## src/rtl/vga_timing.sv

```systemverilog
// Raster timing generator with split x/y counters (32-pixel column groups, 48-line row groups).
// All sync, blank and pulse outputs are registered from next-state counter values, so they line up with the counters.
module vga_timing #(
    parameter int H_ACTIVE = 1024,
    parameter int H_FP     = 24,
    parameter int H_SYNC   = 136,
    parameter int H_BP     = 160,
    parameter int V_ACTIVE = 768,
    parameter int V_FP     = 3,
    parameter int V_SYNC   = 6,
    parameter int V_BP     = 29
) (
    input  logic       clk,
    input  logic       rst,
    output logic       hsync,
    output logic       vsync,
    output logic       blank,
    output logic [4:0] x_lo,
    output logic [5:0] x_hi,
    output logic [5:0] y_lo,
    output logic [4:0] y_hi,
    output logic       line_start,
    output logic       frame_start,
    output logic       vblank_start,
    output logic [7:0] frame_count
);

    localparam int H_TOTAL = H_ACTIVE + H_FP + H_SYNC + H_BP;
    localparam int V_TOTAL = V_ACTIVE + V_FP + V_SYNC + V_BP;
    localparam int HS_ON   = H_ACTIVE + H_FP;
    localparam int HS_OFF  = HS_ON + H_SYNC;
    localparam int VS_ON   = V_ACTIVE + V_FP;
    localparam int VS_OFF  = VS_ON + V_SYNC;

    // Boundary values pre-split into (hi, lo) so every edge is a pair of small equality compares.
    localparam logic [5:0] X_END_HI  = 6'((H_TOTAL - 1) / 32);
    localparam logic [4:0] X_END_LO  = 5'((H_TOTAL - 1) % 32);
    localparam logic [4:0] Y_END_HI  = 5'((V_TOTAL - 1) / 48);
    localparam logic [5:0] Y_END_LO  = 6'((V_TOTAL - 1) % 48);
    localparam logic [5:0] HB_HI     = 6'(H_ACTIVE / 32);
    localparam logic [4:0] HB_LO     = 5'(H_ACTIVE % 32);
    localparam logic [5:0] HS_ON_HI  = 6'(HS_ON / 32);
    localparam logic [4:0] HS_ON_LO  = 5'(HS_ON % 32);
    localparam logic [5:0] HS_OFF_HI = 6'(HS_OFF / 32);
    localparam logic [4:0] HS_OFF_LO = 5'(HS_OFF % 32);
    localparam logic [4:0] VB_HI     = 5'(V_ACTIVE / 48);
    localparam logic [5:0] VB_LO     = 6'(V_ACTIVE % 48);
    localparam logic [4:0] VS_ON_HI  = 5'(VS_ON / 48);
    localparam logic [5:0] VS_ON_LO  = 6'(VS_ON % 48);
    localparam logic [4:0] VS_OFF_HI = 5'(VS_OFF / 48);
    localparam logic [5:0] VS_OFF_LO = 6'(VS_OFF % 48);

    logic [4:0] x_lo_s;
    logic [5:0] x_hi_s;
    logic [5:0] y_lo_s;
    logic [4:0] y_hi_s;
    logic       line_end_s;
    logic       y_last_s;
    logic       frame_end_s;
    logic       x_zero_s;
    logic       y_zero_s;
    logic       hsync_s;
    logic       vsync_s;
    logic       h_blank_s;
    logic       v_blank_s;
    logic       h_blank_r;
    logic       v_blank_r;

    // Next-state counters; out-of-range values count as "last" so they fall back to zero.
    always_comb begin
        x_lo_s      = x_lo + 5'd1;
        x_hi_s      = x_hi;
        y_lo_s      = y_lo;
        y_hi_s      = y_hi;
        line_end_s  = (x_hi > X_END_HI) || ((x_hi == X_END_HI) && (x_lo >= X_END_LO));
        y_last_s    = (y_hi > Y_END_HI) || ((y_hi == Y_END_HI) && (y_lo >= Y_END_LO));
        frame_end_s = line_end_s && y_last_s;
        if (line_end_s) begin
            x_lo_s = 5'd0;
            x_hi_s = 6'd0;
            if (y_last_s) begin
                y_lo_s = 6'd0;
                y_hi_s = 5'd0;
            end else if (y_lo >= 6'd47) begin
                y_lo_s = 6'd0;
                y_hi_s = y_hi + 5'd1;
            end else begin
                y_lo_s = y_lo + 6'd1;
            end
        end else if (x_lo == 5'd31) begin
            x_lo_s = 5'd0;
            x_hi_s = x_hi + 6'd1;
        end else begin
            x_hi_s = x_hi;
        end
    end

    // Sync and blank levels only change at boundary equalities on the next-state counters.
    always_comb begin
        x_zero_s = (x_hi_s == 6'd0) && (x_lo_s == 5'd0);
        y_zero_s = (y_hi_s == 5'd0) && (y_lo_s == 6'd0);

        if ((x_hi_s == HS_ON_HI) && (x_lo_s == HS_ON_LO)) begin
            hsync_s = 1'b0;
        end else if ((x_hi_s == HS_OFF_HI) && (x_lo_s == HS_OFF_LO)) begin
            hsync_s = 1'b1;
        end else begin
            hsync_s = hsync;
        end

        if ((y_hi_s == VS_ON_HI) && (y_lo_s == VS_ON_LO)) begin
            vsync_s = 1'b0;
        end else if ((y_hi_s == VS_OFF_HI) && (y_lo_s == VS_OFF_LO)) begin
            vsync_s = 1'b1;
        end else begin
            vsync_s = vsync;
        end

        if ((x_hi_s == HB_HI) && (x_lo_s == HB_LO)) begin
            h_blank_s = 1'b1;
        end else if (x_zero_s) begin
            h_blank_s = 1'b0;
        end else begin
            h_blank_s = h_blank_r;
        end

        if ((y_hi_s == VB_HI) && (y_lo_s == VB_LO)) begin
            v_blank_s = 1'b1;
        end else if (y_zero_s) begin
            v_blank_s = 1'b0;
        end else begin
            v_blank_s = v_blank_r;
        end
    end

    // State and output registers; reset shows the x = 0, y = 0 position.
    always_ff @(posedge clk or posedge rst) begin
        if (rst) begin
            x_lo         <= 5'd0;
            x_hi         <= 6'd0;
            y_lo         <= 6'd0;
            y_hi         <= 5'd0;
            frame_count  <= 8'd0;
            hsync        <= 1'b1;
            vsync        <= 1'b1;
            h_blank_r    <= 1'b0;
            v_blank_r    <= 1'b0;
            blank        <= 1'b0;
            line_start   <= 1'b1;
            frame_start  <= 1'b1;
            vblank_start <= 1'b0;
        end else begin
            x_lo         <= x_lo_s;
            x_hi         <= x_hi_s;
            y_lo         <= y_lo_s;
            y_hi         <= y_hi_s;
            frame_count  <= frame_end_s ? frame_count + 8'd1 : frame_count;
            hsync        <= hsync_s;
            vsync        <= vsync_s;
            h_blank_r    <= h_blank_s;
            v_blank_r    <= v_blank_s;
            blank        <= h_blank_s | v_blank_s;
            line_start   <= x_zero_s;
            frame_start  <= x_zero_s && y_zero_s;
            vblank_start <= x_zero_s && (y_hi_s == VB_HI) && (y_lo_s == VB_LO);
        end
    end

endmodule
```

## config.mk

```make
export PLATFORM = sky130hd
export DESIGN_NAME = vga_timing
export DESIGN_NICKNAME = d
export VERILOG_FILES = /design/src/rtl/vga_timing.sv
export SDC_FILE = /design/constraint.sdc
export NUM_CORES = 1
export LEC_CHECK = 0
export ABC_AREA = 1
export CORE_MARGIN = 2
export CORE_UTILIZATION = 48
export DETAILED_ROUTE_END_ITERATION = 6
export PLACE_DENSITY_LB_ADDON = 0.12
export REMOVE_ABC_BUFFERS = 1
export SYNTH_ARGS = -nofsm -noshare
export SYNTH_HDL_FRONTEND = slang
export SYNTH_SLANG_ARGS = --single-unit
```

## constraint.sdc

```tcl
create_clock -name clk -period 2.2 [get_ports clk]
set_input_delay 0.66 -clock clk [delete_from_list [all_inputs] [get_ports clk]]
set_output_delay 0.66 -clock clk [all_outputs]
set_load 0.02 [all_outputs]
```

==> impl_metrics.xml <==
<?xml version="1.0" encoding="UTF-8"?>
<metrics>
  <group name="run_status">
    <metric name="outcome" unit="">complete, but fails checks</metric>
    <metric name="violations" unit="">setup timing</metric>
  </group>
  <group name="sta">
    <metric name="finalHoldViolCount" unit="">0</metric>
    <metric name="pin_slew_with_the_least_headroom_to_its_limit" unit="ns">0.4731</metric>
    <metric name="final.setup.worst_slack" unit="ns">-0.05827</metric>
    <metric name="fin_tns_setup" unit="ns">-0.1209</metric>
    <metric name="clock.fmax" unit="MHz">442.8</metric>
    <metric name="timing.final.crit_share" unit="">1.026</metric>
    <metric name="finalHoldWorstSlack" unit="ns">0.4730</metric>
    <metric name="timing_max_transition_violations_final" unit="">0</metric>
    <metric name="fin_crit" unit="ns">2.258</metric>
    <metric name="worst_slew_margin_rel" unit="">0.6846</metric>
    <metric name="rsz0062_at_grt" unit="">yes</metric>
    <metric name="finalSetupViolations" unit="">3</metric>
    <metric name="final.setup_skew" unit="ns">0.008031</metric>
  </group>
  <group name="floorplan">
    <metric name="fp.dieH" unit="um">73.84</metric>
    <metric name="dieArea" unit="um^2">5452</metric>
    <metric name="io_pins" unit="">38</metric>
    <metric name="initial_core_util" unit="">0.4956</metric>
    <metric name="fp-row-count" unit="">25</metric>
    <metric name="fp.dieW" unit="um">73.84</metric>
    <metric name="fp.coreArea" unit="um^2">4723</metric>
  </group>
  <group name="global_routing">
    <metric name="first_global_vias" unit="">1855</metric>
    <metric name="grt_antenna_before_repair" unit="">0</metric>
    <metric name="grt_start_max_net_pins" unit="">39</metric>
    <metric name="groute.usage.overall" unit="">0.1932</metric>
    <metric name="grt_pass1_wl" unit="mm">8.135</metric>
    <metric name="grt-ovfl-total" unit="">0</metric>
  </group>
  <group name="setup_path">
    <metric name="timing.critical_path.cells" unit="">ha_2 &gt; nand2_2 &gt; nor2_2 &gt; ha_2 &gt; inv_2 &gt; nand2_1 &gt; nor2_1 &gt; nand2_1 &gt; nand2_2 &gt; clkinv_4 &gt; buf_6 &gt; nand3b_1 &gt; nand2_2 &gt; nor2_4 &gt; nand2_2 &gt; nor2_2 &gt; nand2_2 &gt; buf_4 &gt; nor2_4</metric>
    <metric name="timing.critical_path.arrival" unit="ns">2.49</metric>
    <metric name="cpMostUsedCell" unit="">sky130_fd_sc_hd__nand2_2</metric>
    <metric name="timing.critical_path.max_delay_family" unit="">simple AND/OR/NAND/NOR gates</metric>
    <metric name="timing.critical_path.to_type" unit="">register</metric>
    <metric name="timing.critical_path.slowest_cell_delay" unit="ns">0.39</metric>
    <metric name="cp.buffers_inverters" unit="">4</metric>
    <metric name="timing.critical_path.slowest_stage_cell" unit="">sky130_fd_sc_hd__dfrtp_1</metric>
    <metric name="critical_path.startpoint_type" unit="">register</metric>
    <metric name="worst-endpoint-required" unit="ns">2.43</metric>
    <metric name="critical_path.max_fanout" unit="">6</metric>
    <metric name="crit_type" unit="">reg -&gt; reg</metric>
  </group>
  <group name="pwr">
    <metric name="internal_power" unit="W">0.0009541</metric>
    <metric name="sw_frac_of_total" unit="">0.2063</metric>
    <metric name="seqPwrFrac" unit="">0.581</metric>
    <metric name="leakage" unit="nW">1.671</metric>
    <metric name="power_frac_clock" unit="">0.406</metric>
    <metric name="peakVddDrop" unit="V">0.0003416</metric>
    <metric name="power.combinational.fraction" unit="">0.013</metric>
    <metric name="p_switching" unit="W">0.0002480</metric>
    <metric name="powerDensity" unit="nW/um^2">372.7</metric>
  </group>
  <group name="synthesis">
    <metric name="synth_compound_area_frac" unit="">0.03581</metric>
    <metric name="yosys.area_share.adder" unit="">0.05879</metric>
    <metric name="ys_warn_count" unit="">0</metric>
    <metric name="synthCells" unit="">306</metric>
    <metric name="ys_seq_area_frac" unit="">0.4083</metric>
    <metric name="avgSynthCellArea" unit="um^2">7.650</metric>
    <metric name="synth_area_leader_cell" unit="">sky130_fd_sc_hd__dfrtp_1</metric>
    <metric name="synth-edff-count" unit="">0</metric>
    <metric name="yosysUniqueCellTypes" unit="">33</metric>
    <metric name="post_synthesis_share_of_cell_area_spent_on_xor_and_xnor_gates" unit="">0.04490</metric>
    <metric name="synth_top_family_by_area" unit="">simple AND/OR/NAND/NOR gates</metric>
    <metric name="flip_flop_and_latch_count_after_synthesis" unit="">38</metric>
    <metric name="netlist.area_leader.share" unit="">0.3634</metric>
    <metric name="synth-simple-area-share" unit="">0.3490</metric>
    <metric name="postSynth.asyncResetShare" unit="">1.000</metric>
    <metric name="synth_cell_area" unit="um^2">2341</metric>
    <metric name="ys_top_cells_by_area" unit="">sky130_fd_sc_hd__dfrtp_1 (36%), sky130_fd_sc_hd__nand2_1 (14%), sky130_fd_sc_hd__inv_1 (7.2%)</metric>
    <metric name="dominantRegCellSynth" unit="">sky130_fd_sc_hd__dfrtp_1</metric>
    <metric name="synth.mux.area_fraction" unit="">0</metric>
  </group>
  <group name="place">
    <metric name="globalplace.congestion" unit="">0.8189</metric>
    <metric name="hpwl" unit="mm">3.616</metric>
    <metric name="dp_worst_setup_slack" unit="ns">-0.01536</metric>
    <metric name="io_buffers" unit="">37</metric>
  </group>
  <group name="final_layout">
    <metric name="mostFrequentLayoutCell" unit="">sky130_fd_sc_hd__nand2_1</metric>
    <metric name="layout_common_cells" unit="">sky130_fd_sc_hd__nand2_1 (78), sky130_fd_sc_hd__inv_1 (44), sky130_fd_sc_hd__clkdlybuf4s50_1 (37)</metric>
    <metric name="finalCoreUtilization" unit="">0.6829</metric>
    <metric name="flow.area_growth_from_synthesis" unit="%">37.79</metric>
    <metric name="diodes" unit="">0</metric>
    <metric name="fraction_of_layout_instances_using_a_drive_strength_above_1" unit="">0.2473</metric>
    <metric name="final_nets" unit="">388</metric>
  </group>
  <group name="drt">
    <metric name="drt_pre_antenna_iters" unit="">4</metric>
    <metric name="num_vias" unit="">2094</metric>
    <metric name="detail_route.wirelength" unit="mm">5.185</metric>
    <metric name="route.detailed.wl_per_inst" unit="um">11.70</metric>
    <metric name="drt_iter0_markers" unit="">85</metric>
    <metric name="vias_per_cell" unit="">4.727</metric>
    <metric name="drc" unit="">0</metric>
    <metric name="ant_nets" unit="">0</metric>
  </group>
  <group name="clocking">
    <metric name="clkSlewWorstSetupHoldPaths" unit="ns">0.07</metric>
    <metric name="cts.sinks" unit="">38</metric>
    <metric name="cts_inserted_buffers" unit="">5</metric>
    <metric name="tritoncts" unit="">built</metric>
    <metric name="cts_root_buffer" unit="">sky130_fd_sc_hd__clkbuf_8</metric>
    <metric name="htreeDepth" unit="">2</metric>
    <metric name="max-clock-path-buffers" unit="">2</metric>
    <metric name="worst_skew_pair.late_latency" unit="ns">0.29</metric>
  </group>
  <group name="flow_run">
    <metric name="drv_cap" unit="">0</metric>
  </group>
  <group name="worst_hold_path">
    <metric name="worst_min_delay_path_category" unit="">reg -&gt; reg</metric>
  </group>
</metrics>
-- kinds of logic (layout without fill, tap and decap cells) --
family / after synthesis / in the layout
buffers and inverters: 54 / 124
xor gates and xnor gates: 12 / 12
AOI/OAI and AO/OA: 12 / 12
adders and majority gates: 11 / 11
and+or+nand+nor: 179 / 179
DFF: 38 / 38
-- cells in the mapped netlist (all sizes together) (3+ instances only) --
| library cell | n |
|---|---|
| inv | 46 |
| nor2 | 40 |
| ha | 11 |
| nand2 | 94 |
| nand3b | 3 |
| o21ai | 6 |
| xnor2 | 6 |
| a21oi | 3 |
| buf | 7 |
| nand4 | 9 |
| xor2 | 6 |
| dfrtp | 34 |
| dfstp | 4 |
| nand3 | 27 |
| nor3 | 5 |
-- layout make-up --
class,instances,area [um^2]
tap,67,83.83
sequential,38,955.9
clock inverter,1,5.005
multi-input combinational,214,1275
inverter,46,177.7
clock buffer,7,86.33
fill,394,1498
timing repair buffer,70,641.9
-- worst reg2reg max path: cells and delay by family (launching register included) --
| family | cells | cell delay, ns |
|---|---|---|
| DFF | 1 | 0.39 |
| adders and majority gates | 2 | 0.37 |
| and+or+nand+nor | 13 | 1.04 |
| buffers and inverters | 4 | 0.42 |
-- through the flow --
step	cells	total power, W	instance area (um^2)
floorplan	298	0.0007220	2272
global placement	424	0.0007288	2904
detailed placement	424	0.0007287	2904
CTS	432	0.001213	3009
global route	443	0.001253	3226
finish	443	0.001202	3226
-- metal layers --
layer	GRT usage	wire, um	vias up
li1	-	-	1083
met2	0.3026	2462	32
met3	0.04801	151	4
met4	0.04242	27	0
met5	0	0	-
met1	0.2711	2543	975
-- flip-flops by register name, indices dropped and copies added, names as in the netlist, 5 cells and up --
register,count
x_hi,6
y_hi,5
x_lo,5
y_lo,6
frame_count,8
-- power groups by stage --
stage / Combinational [W] / Sequential, W / Clock, W
3_5_place_dp: 0.0000170 / 0.000712 / 0
4_1_cts: 0.0000170 / 0.000698 / 0.000498
5_1_grt: 0.0000190 / 0.000698 / 0.000536
3_3_place_gp: 0.0000171 / 0.000712 / 0
2_1_floorplan: 0.0000102 / 0.000712 / 0
6_report: 0.0000160 / 0.000699 / 0.000488
-- final timing paths --
path,startpoint,to,slack (ns),cells after the start
worst max-delay path,x_lo[1],frame_start,-0.06,19
worst min-delay path,h_blank_r,h_blank_r,0.47,2
worst max register to register,x_lo[1],frame_start,-0.06,19
worst min register to register,h_blank_r,h_blank_r,0.47,2
max in group asynchronous,rst,vsync,1.06,3
min in group asynchronous,rst,x_hi[5],0.77,3
-- what timing repair did --
item	CTS	global route
setup endpoints to repair	2	12
pin swaps	0	23
buffers inserted	0	13
cloned	0	0
hold buffers	0	0
gates resized for setup	4	38
(Power assumes the default switching activity.)
